### config.mk
export PLATFORM = sky130hd
export DESIGN_NAME = systolic_psum_drain
export DESIGN_NICKNAME = d
export VERILOG_FILES = /design/src/rtl/systolic_psum_drain.sv
export SDC_FILE = /design/constraint.sdc
export NUM_CORES = 1
export LEC_CHECK = 0
export BUFFER_PORTS_ARGS = -buffer_cell sky130_fd_sc_hd__buf_2
export CORE_MARGIN = 1.5
export CORE_UTILIZATION = 57
export DETAILED_ROUTE_END_ITERATION = 10
export PLACE_DENSITY = 0.75
export SLEW_MARGIN = 20
export SYNTH_ARGS = -nofsm -noshare
export SYNTH_HDL_FRONTEND = slang
export SYNTH_SLANG_ARGS = --single-unit
### constraint.sdc
create_clock -name clk -period 3.9 [get_ports clk]
set_input_delay 0.39 -clock clk [delete_from_list [all_inputs] [get_ports clk]]
set_output_delay 0.39 -clock clk [all_outputs]
set_load 0.05 [all_outputs]
### src/rtl/systolic_psum_drain.sv
// Output end of the systolic MAC array: removes the per-column skew of the bottom-row partial sums
// and buffers aligned rows in a first-word-fall-through FIFO with a sticky overflow flag.
module systolic_psum_drain #(
  parameter int WIDTH = 16,
  parameter int COLS  = 4,
  parameter int DEPTH = 4
) (
  input  logic                         clk,
  input  logic                         arst_in,
  input  logic [COLS*WIDTH-1:0]        psum_in,
  input  logic                         psum_valid_in,
  output logic [COLS*WIDTH-1:0]        row_out,
  output logic                         row_valid_out,
  input  logic                         row_ready_in,
  output logic [$clog2(DEPTH+1)-1:0]   fifo_count_out,
  output logic                         overflow_out,
  input  logic                         clear_in
);
  localparam int RW    = COLS * WIDTH;
  localparam int PTR_W = $clog2(DEPTH);
  localparam int CNT_W = $clog2(DEPTH + 1);

  logic [RW-1:0] aligned_row;
  logic          aligned_vld;

  // Deskew stage: valid delayed COLS-1 cycles, column c delayed COLS-1-c cycles
  if (COLS > 1) begin : g_vld
    logic [COLS-2:0] vld_q;
    logic [COLS-2:0] vld_d;

    always_comb begin
      vld_d    = vld_q;
      vld_d[0] = psum_valid_in;
      for (int i = 1; i < COLS - 1; i++) vld_d[i] = vld_q[i-1];
    end

    always_ff @(posedge clk or posedge arst_in) begin
      if (arst_in) vld_q <= '0;
      else         vld_q <= vld_d;
    end

    assign aligned_vld = vld_q[COLS-2];
  end else begin : g_no_vld
    assign aligned_vld = psum_valid_in;
  end

  for (genvar c = 0; c < COLS; c++) begin : g_col
    localparam int D = COLS - 1 - c;
    if (D == 0) begin : g_direct
      assign aligned_row[c*WIDTH +: WIDTH] = psum_in[c*WIDTH +: WIDTH];
    end else begin : g_dly
      logic [WIDTH-1:0] dly_q [D];
      logic [WIDTH-1:0] dly_d [D];

      always_comb begin
        dly_d[0] = psum_in[c*WIDTH +: WIDTH];
        for (int i = 1; i < D; i++) dly_d[i] = dly_q[i-1];
      end

      // Data path carries no reset; a discarded row is killed by the cleared valid pipeline
      always_ff @(posedge clk) begin
        for (int i = 0; i < D; i++) dly_q[i] <= dly_d[i];
      end

      assign aligned_row[c*WIDTH +: WIDTH] = dly_q[D-1];
    end
  end

  // FIFO stage
  logic [RW-1:0]    mem_q [DEPTH];
  logic [PTR_W-1:0] wr_ptr_q, wr_ptr_d;
  logic [PTR_W-1:0] rd_ptr_q, rd_ptr_d;
  logic [CNT_W-1:0] count_q, count_d;
  logic             ovf_q, ovf_d;
  logic             full, pop, wr_en, drop;

  always_comb begin
    full     = (count_q == CNT_W'(DEPTH));
    pop      = row_valid_out && row_ready_in;
    // A pop in the same cycle frees the slot, so a full FIFO still accepts the row
    wr_en    = aligned_vld && (!full || pop);
    drop     = aligned_vld && full && !pop;
    wr_ptr_d = wr_ptr_q;
    rd_ptr_d = rd_ptr_q;
    count_d  = count_q;
    ovf_d    = ovf_q;
    if (wr_en) wr_ptr_d = wr_ptr_q + PTR_W'(1);
    if (pop)   rd_ptr_d = rd_ptr_q + PTR_W'(1);
    case ({wr_en, pop})
      2'b10:   count_d = count_q + CNT_W'(1);
      2'b01:   count_d = count_q - CNT_W'(1);
      default: count_d = count_q;
    endcase
    if (clear_in) ovf_d = 1'b0;
    if (drop)     ovf_d = 1'b1;
  end

  always_ff @(posedge clk or posedge arst_in) begin
    if (arst_in) begin
      wr_ptr_q <= '0;
      rd_ptr_q <= '0;
      count_q  <= '0;
      ovf_q    <= 1'b0;
    end else begin
      wr_ptr_q <= wr_ptr_d;
      rd_ptr_q <= rd_ptr_d;
      count_q  <= count_d;
      ovf_q    <= ovf_d;
    end
  end

  always_ff @(posedge clk) begin
    if (wr_en) mem_q[wr_ptr_q] <= aligned_row;
  end

  assign row_valid_out  = (count_q != '0);
  assign row_out        = row_valid_out ? mem_q[rd_ptr_q] : '0;
  assign fifo_count_out = count_q;
  assign overflow_out   = ovf_q;

endmodule

==> results of run 1 <==
-- final cells by class --
type,instances,area (sq um)
sequential,363,9890
fill,1309,6210
multi-input combinational,154,2080
timing repair buffer,189,1210
clock buffer,53,1090
tap,275,344
clock inverter,13,95.1
inverter,8,30.0
-- cell families after synthesis --
family | after synthesis | share of synthesized area (%)
adder cells (fa/ha/maj) | 6 | 0.682
buffers and inverters | 29 | 1.29
AO/OA/AOI/OAI | 1 | 0.0413
AND/OR/NAND/NOR | 75 | 3.84
XOR/XNOR | 6 | 0.434
flip-flops | 363 | 81.6
multiplexers | 66 | 12.1
-- registers in the layout, summed over array words and instances, names as in the netlist --
signal             flops
mem_q                256
g_col.g_dly.dly_q     96
fifo_count_out         3
g_vld.vld_q            3
rd_ptr_q               2
wr_ptr_q               2
overflow_out           1
-- report_power, final --
group | switching, mW | total, mW | internal [mW]
sequential | 0.369 | 5.19 | 4.82
clock | 1.34 | 3.34 | 2.00
combinational | 3.07 | 4.53 | 1.46
total | 4.78 | 13.1 | 8.28
-- final timing paths --
path / slack, ns / start / cells past startpoint / end
hold reg to reg: 0.32 / g_col[1].g_dly.dly_q[0][5] / 0 / g_col[1].g_dly.dly_q[0][21]
min in group asynchronous: 0.42 / arst_in / 3 / rd_ptr_q[0]
max in group asynchronous: 3.14 / arst_in / 3 / rd_ptr_q[1]
setup / recovery: 0.91 / rd_ptr_q[0] / 4 / row_out[19]
hold / removal: 0.09 / clear_in / 2 / overflow_out
setup reg to reg: 1.53 / fifo_count_out[2] / 3 / mem_q[3][56]
-- cells in the final DEF (no fill, tap or decap), drive strengths merged --
master and n:
mux4 64, xor2 3, or3 1, mux2 1, nand3 1, clkbuf 53, ha 5, nor4b 1
xnor2 3, edfxtp 256, o21ai 1, dfrtp 11, inv 10, and2 69, nor2 1, dfxtp 96
nor2b 1, dlygate4sd3 50, clkinv 10, buf 139, fa 1, bufinv 1, nand2 1, mux2i 1
-- stage by stage --
step	hold WS, ns	utilization [%]	instance area (sq um)	total power, mW
CTS	0.0711	70.3	14700	13.2
floorplan	0.242	-	12100	8.77
detailed placement	0.312	62.3	13100	9.82
global route	0.0906	70.3	14700	13.6
finish	0.0870	70.3	14700	13.1
global placement	0.310	62.3	13100	9.73
-- metal layers --
layer	track usage, %	share of wire (%)
met1	25.9	41
met2	31.4	51
met3	4.07	6.1
met4	6.04	2.0
met5	0	0
-- what timing repair did --
item,in CTS,in global routing
hold buffers,50,0
endpoints found under the setup margin,0,0
buffers inserted,0,0
endpoints found under the hold margin,60,0
gates resized for setup,0,0
==> results_dict.tcl, run 1 <==
set metrics [dict create \
    dp_hpwl_um 10500 \
    clkTransAtPathRegs_ns 0.06 \
    viasPerCell 5.29 \
    syn_avg_cell_area_sq_um 22.2 \
    drt-initial-drc-count 312 \
    die_x_um 149 \
    pre_cts_slack_ns 1.37 \
    grt-ovfl-total 0 \
    netlist_area_sq_um 12100 \
    cap_violations 0 \
    p_leak_nw 5.36 \
    synth-edff-count 256 \
    drcViolationCount 0 \
    cts_max_level 2 \
    fmax_ghz 0.334 \
    antenna_cells 0 \
    first_pass_iters 4 \
    ant_nets 0 \
    wl_um 20100 \
    finClkSkew_ns 0.0120 \
    power.density_nw_per_um2 886 \
    wl_per_cell_um 19.1 \
    post_layout_nonfiller_instances 1055 \
    setup_ws_ns 0.906 \
    first_global_vias 5932 \
    rsz0062_at_grt "false" \
    nNetsFinal 827 \
    setup_viol 0 \
    critPathKind "reg2out" \
    hold_violations 0 \
    synthFlopType "edfxtp_1" \
    num_rows 53 \
    synth_area_leaders "edfxtp_1 63%, dfxtp_1 16%, mux4_2 12%" \
    slew_violations 0 \
    syn_inst 546 \
    crit_path_end_kind "output pin" \
    synth-seq-area-share_pct 81.6 \
    initial_core_util_pct 57.8 \
    worst_setup_path_start_kind "flop" \
    post-synth-top-area-fraction_pct 63.5 \
    worstPathRequired_ns 3.51 \
    grt_pass1_wl_um 31900 \
    design.die.area_sq_um 22100 \
    critPathMaxFanout 50 \
    syn2layout_area_growth_pct 21.7 \
    grt_max_degree 67 \
    cp_top_family "flip-flops" \
    critPathSlowestCell "dfrtp_4" \
    worst_pin_slew_ns 1.03 \
    cts_tree "built" \
    relSlewSlack_pct 31.2 \
    hold_path.class "in2reg" \
    post-route-min-period_ns 2.99 \
    synth_common_cells "256 x edfxtp_1, 96 x dfxtp_1, 69 x and2_1, 64 x mux4_2, 11 x dfrtp_1" \
    synth_warnings 0 \
    async_reset_ff_share_pct 3.03 \
    crit_chain "buf_12 -> mux4_2 -> and2_1 -> buf_2" \
    crit_buf_inv 2 \
    cp.arrival_ns 2.60 \
    drive_gt1_share_pct 34.5 \
    ir_worst_vdd_v 0.000520 \
    yosys_register_bits 363 \
    yosys.cell_types.count 22 \
    core-area_sq_um 21000 \
    grt_antenna_before_repair 0 \
    cts_made_buffers 36 \
    synthMostInstantiatedCell "edfxtp_1" \
    gp_congestion 0.693 \
    clock_path_buffers 3 \
    outcome "completed" \
    clock_latency_ns 0.51 \
    finalCritPeriodShare_pct 76.8 \
    num_io_pins 138 \
    io_buffers 137 \
    cpPeakStageDelay_ns 0.65 \
    synth_top_cell_by_area "edfxtp_1" \
    vias 5578 \
    grt_use_total_pct 19.1 \
    die_y_um 149 \
    cts-root-buf "clkbuf_16" \
    placed_cells_incl_taps 939 \
    clock_sinks 363 \
    tns_ns 0 \
    synth_nets 621 \
]
No activity file was read; power rests on OpenSTA's default activity.
==> run 2: changes to the inputs <==
Clock period 3.9 ns to 2.9 ns, I/O delays scaled along.
==> run 2 against run 1 <==
Compared with the run above: total power increased by 35%; non-clock buffer count is 20 higher; sequential power increased by 31%; global-route usage increased by 0.27 points; worst setup slack worse by 0.69 ns; largest power group unchanged; combinational power rose by 42%; via count hardly changed; die area did not move; critical path depth unchanged; critical endpoint is now row_out[21]; final area rose by 1.4%.
==> results_dict.tcl, run 2 (synthesized netlist as in run 1, its figures left out) <==
set metrics [dict create \
    outcome "completed" \
    whs_ns 0.0229 \
    cts-root-buf "clkbuf_16" \
    hold_violations 0 \
    crit_chain "or3_2 -> buf_4 -> and2_1 -> buf_2" \
    gp_congestion 0.697 \
    most-common-layout-cells "256 x edfxtp_1, 137 x buf_2, 96 x dfxtp_1" \
    tns_ns 0 \
    regMostFlops "mem_q" \
    wl_um 20400 \
    cp_top_family "simple AND/OR/NAND/NOR gates" \
    fin_area_sq_um 15000 \
    io_buffers 137 \
    grt-ovfl-total 0 \
    wl_per_cell_um 19.0 \
    clock_path_buffers 3 \
    nNetsFinal 847 \
    clock_sinks 363 \
    grt_pass1_wl_um 32100 \
    first_pass_iters 4 \
    grt_use_met2_pct 31.2 \
    fin_total_pwr_mw 17.6 \
    dp_hpwl_um 11800 \
    reg_top3 "mem_q (256), g_col.g_dly.dly_q (96)" \
    crit_buf_inv 2 \
    fmax_ghz 0.372 \
    hold_path.class "in2reg" \
    vias 5579 \
    netSwitchingFraction_pct 36.5 \
    grt_util_met1_pct 26.9 \
    cpPeakStageDelay_ns 0.68 \
    design.die.area_sq_um 22100 \
    core-area_sq_um 21000 \
    grt_use_total_pct 19.4 \
    clkTransAtPathRegs_ns 0.06 \
    p_comb_share_pct 36.4 \
    cts_max_level 2 \
    cts_tree "built" \
    cp.arrival_ns 2.40 \
    die_y_um 149 \
    gr-usage-met3_pct 4.34 \
    post-route-util_pct 71.4 \
    critPathKind "reg2out" \
    post_cts_buffers 0 \
    drcViolationCount 0 \
    viasPerCell 5.19 \
    first_global_vias 5954 \
    post-route-min-period_ns 2.69 \
    worstPathRequired_ns 2.61 \
    largest_register_ffs 256 \
    slew_violations 0 \
    seqPwrFrac_pct 38.5 \
    power.density_nw_per_um2 1180 \
    worst_setup_path_start_kind "flop" \
    critPathSlowestCell "or3_2" \
    relSlewSlack_pct 59.4 \
    crit_path_end_kind "output pin" \
    clock_latency_ns 0.51 \
    antenna_cells 0 \
    critPathMaxFanout 49 \
    busiest_layer "met2" \
    grt_antenna_before_repair 0 \
    cts_made_buffers 36 \
    placed_area_sq_um 13200 \
    p_int_mw 11.2 \
    setup_viol 0 \
    grt_max_degree 64 \
    syn2layout_area_growth_pct 23.5 \
    p_sw_mw 6.44 \
    drt-initial-drc-count 315 \
    drive_gt1_share_pct 34.0 \
    rsz0062_at_grt "false" \
    worst_pin_slew_ns 0.609 \
    initial_core_util_pct 57.8 \
    finClkSkew_ns 0.0238 \
    ff2ff_setup_slack_ns 0.50 \
    ant_nets 0 \
    cap_violations 0 \
    p_clk_share_pct 25.1 \
    final_common_cell "edfxtp_1" \
    finalCritPeriodShare_pct 92.7 \
    num_rows 53 \
    num_io_pins 138 \
    ir_worst_vdd_v 0.000644 \
    p_leak_nw 5.44 \
    die_x_um 149 \
]
run 2: cell types whose count changed in the layout (fill, tap and decap cells not counted), sizes merged:
cell / before / now
clkinvlp: 0 / 2
bufinv: 1 / 3
clkbuf: 53 / 44
clkinv: 10 / 15
dlygate4sd3: 50 / 60
buf: 139 / 149
run 2: what timing repair did:
action,in CTS,in global routing
resized for setup,0,0
hold buffers,60,0
endpoints found under the hold margin,87,0
run 2: per-stage QoR:
stage / instances / worst slack, ns
finish: 1075 / 0.213
global route: 1075 / 0.0974
CTS: 1075 / 0.154
detailed placement: 949 / 0.525
global placement: 949 / 0.621
floorplan: 546 / 0.457
run 2: final cells by class:
type	count	area, sq um
sequential	363	9890
clock inverter	22	194
inverter	8	30.0
timing repair buffer	209	1450
multi-input combinational	154	2080
clock buffer	44	962
fill	1324	6000
tap	275	344
run 2: final timing paths:
kind	start	end	cells after the start
min reg2reg	g_col[0].g_dly.dly_q[0][16]	g_col[0].g_dly.dly_q[0][32]	0
min in group asynchronous	arst_in	wr_ptr_q[0]	3
max reg2reg	fifo_count_out[0]	fifo_count_out[2]	9
min	psum_in[57]	mem_q[2][57]	1
max in group asynchronous	arst_in	rd_ptr_q[1]	3
max	fifo_count_out[0]	row_out[21]	4
run 2: power groups by stage:
stage	Combinational (mW)	Sequential (mW)	Clock (mW)
4_1_cts	6.52	6.81	4.54
5_1_grt	6.79	6.87	4.74
3_3_place_gp	6.40	6.84	0
3_5_place_dp	6.44	6.91	0
2_1_floorplan	4.96	6.81	0
6_report	6.42	6.79	4.42
run 2: metal layers:
metal / up-vias / part of all wire, %
met3: 29 / 5.5
li1: 2569 / -
met5: - / 0
met2: 170 / 49
met4: 0 / 1.7
met1: 2811 / 44
==> run 3: changes to the inputs <==
Settings changed: RECOVER_POWER set to 50.
==> run 3 against run 2 <==
Compared with the run above: hold slack better by 0.058 ns; routed wire length down 0.15%; non-clock buffer count unchanged; critical path depth unchanged; final cell count unchanged; critical endpoint unchanged.
==> results_dict.tcl, run 3 (synthesized netlist as in run 1, its figures left out) <==
set metrics [dict create \
    outcome "completed" \
    most-common-layout-cells "256 x edfxtp_1, 119 x buf_2, 96 x dfxtp_1" \
    grt-ovfl-total 0 \
    dp_hpwl_um 11800 \
    cts_made_buffers 36 \
    ir_worst_vdd_v 0.000644 \
    clock_path_buffers 3 \
    critPathKind "reg2out" \
    regArea_sq_um 9890 \
    num_io_pins 138 \
    final_common_cell "edfxtp_1" \
    cts-root-buf "clkbuf_16" \
    grt_pass1_wl_um 32100 \
    ant_nets 0 \
    wl_per_cell_um 19.0 \
    io_buffers 137 \
    critPathMaxFanout 49 \
    first_global_vias 5954 \
    multi_input_area_sq_um 2080 \
    drcViolationCount 0 \
    die_y_um 149 \
    regMostFlops "mem_q" \
    worst_pin_slew_ns 0.602 \
    cpPeakStageDelay_ns 0.67 \
    reg_top3 "mem_q (256), g_col.g_dly.dly_q (96)" \
    drt-initial-drc-count 318 \
    design.die.area_sq_um 22100 \
    die_x_um 149 \
    crit_chain "or3_2 -> buf_4 -> and2_1 -> buf_2" \
    antenna_cells 0 \
    tns_ns 0 \
    largest_register_ffs 256 \
    hold_path.class "in2reg" \
    cts_tree "built" \
    finalCritPeriodShare_pct 92.8 \
    ctsResizeCount 0 \
    hold_violations 0 \
    worst_setup_path_start_kind "flop" \
    clkTransAtPathRegs_ns 0.06 \
    gp_congestion 0.697 \
    cts_hold_buf 60 \
    clock_latency_ns 0.51 \
    syn2layout_area_growth_pct 23.3 \
    vias 5577 \
    core-area_sq_um 21000 \
    cap_violations 0 \
    num_rows 53 \
    first_pass_iters 4 \
    rsz0062_at_grt "false" \
    cts_max_level 2 \
    whs_ns 0.0813 \
    post_cts_buffers 0 \
    relSlewSlack_pct 59.9 \
    wl_um 20400 \
    slew_violations 0 \
    placed_cells_incl_taps 949 \
    drive_gt1_share_pct 31.8 \
    grt_antenna_before_repair 0 \
    initial_core_util_pct 57.8 \
    critPathSlowestCell "or3_2" \
    nNetsFinal 847 \
    crit_path_end_kind "output pin" \
    cp.arrival_ns 2.40 \
    final.fill_count 1335 \
    post_layout_nonfiller_instances 1075 \
    grt_max_degree 64 \
    finClkSkew_ns 0.0240 \
    p_leak_nw 5.39 \
    setup_viol 0 \
    clock_sinks 363 \
    grt_use_total_pct 19.4 \
    worstPathRequired_ns 2.61 \
    fmax_ghz 0.372 \
    post-route-min-period_ns 2.69 \
    viasPerCell 5.19 \
    power.density_nw_per_um2 1180 \
]
-- run 3: cell count changes in the layout (fill, tap and decap cells not counted), sizes merged --
cell    previous run  this run
buf              149       131
clkbuf            44        62
-- run 3: cell type report --
type | instances | share of cell area [%]
Tap cell | 275 | 2.30
Clock buffer | 44 | 6.44
Clock inverter | 22 | 1.30
Multi-Input combinational cell | 154 | 13.9
Sequential cell | 363 | 66.3
Timing Repair Buffer | 209 | 9.57
Inverter | 8 | 0.201
-- run 3: where the power goes --
group          total (mW)  switching [mW]  internal [mW]  leakage (nW)
Clock                4.42            1.78           2.64         0.560
Combinational        6.41            4.33           2.08          1.54
Sequential           6.79           0.325           6.47          3.29
-- run 3: worst max-delay path: cells and delay by family, from the launching register on --
kind | cells | cell delay (ns)
AND/OR/NAND/NOR | 2 | 0.89
flip-flops | 1 | 0.42
buffers and inverters | 2 | 0.54
-- run 3: per-stage QoR --
stage / total power, mW / area (sq um) / util [%] / setup slack [ns]
floorplan: 11.8 / 12100 / - / 0.457
global placement: 13.2 / 13200 / 63.0 / 0.621
detailed placement: 13.4 / 13200 / 63.0 / 0.525
CTS: 17.9 / 15000 / 71.4 / 0.154
global route: 18.4 / 14900 / 71.3 / 0.0974
finish: 17.6 / 14900 / 71.3 / 0.210
-- run 3: path summary, 6_finish.rpt --
path	startpoint	slack, ns	cells after the start	to
setup reg to reg	fifo_count_out[0]	0.50	9	fifo_count_out[2]
hold / removal	psum_in[57]	0.08	1	mem_q[2][57]
max in group asynchronous	arst_in	2.19	3	rd_ptr_q[1]
hold reg to reg	g_col[0].g_dly.dly_q[0][16]	0.32	0	g_col[0].g_dly.dly_q[0][32]
min in group asynchronous	arst_in	0.34	3	wr_ptr_q[0]
setup / recovery	fifo_count_out[0]	0.21	4	row_out[21]
-- run 3: layer usage --
metal / wire, um / vias up / part of all wire [%] / track usage [%]
li1: - / 2569 / - / -
met3: 1230 / 29 / 6.0 / 4.34
met5: 0 / - / 0 / 0
met2: 10100 / 172 / 49 / 31.2
met1: 8770 / 2807 / 43 / 26.9
met4: 349 / 0 / 1.7 / 5.84
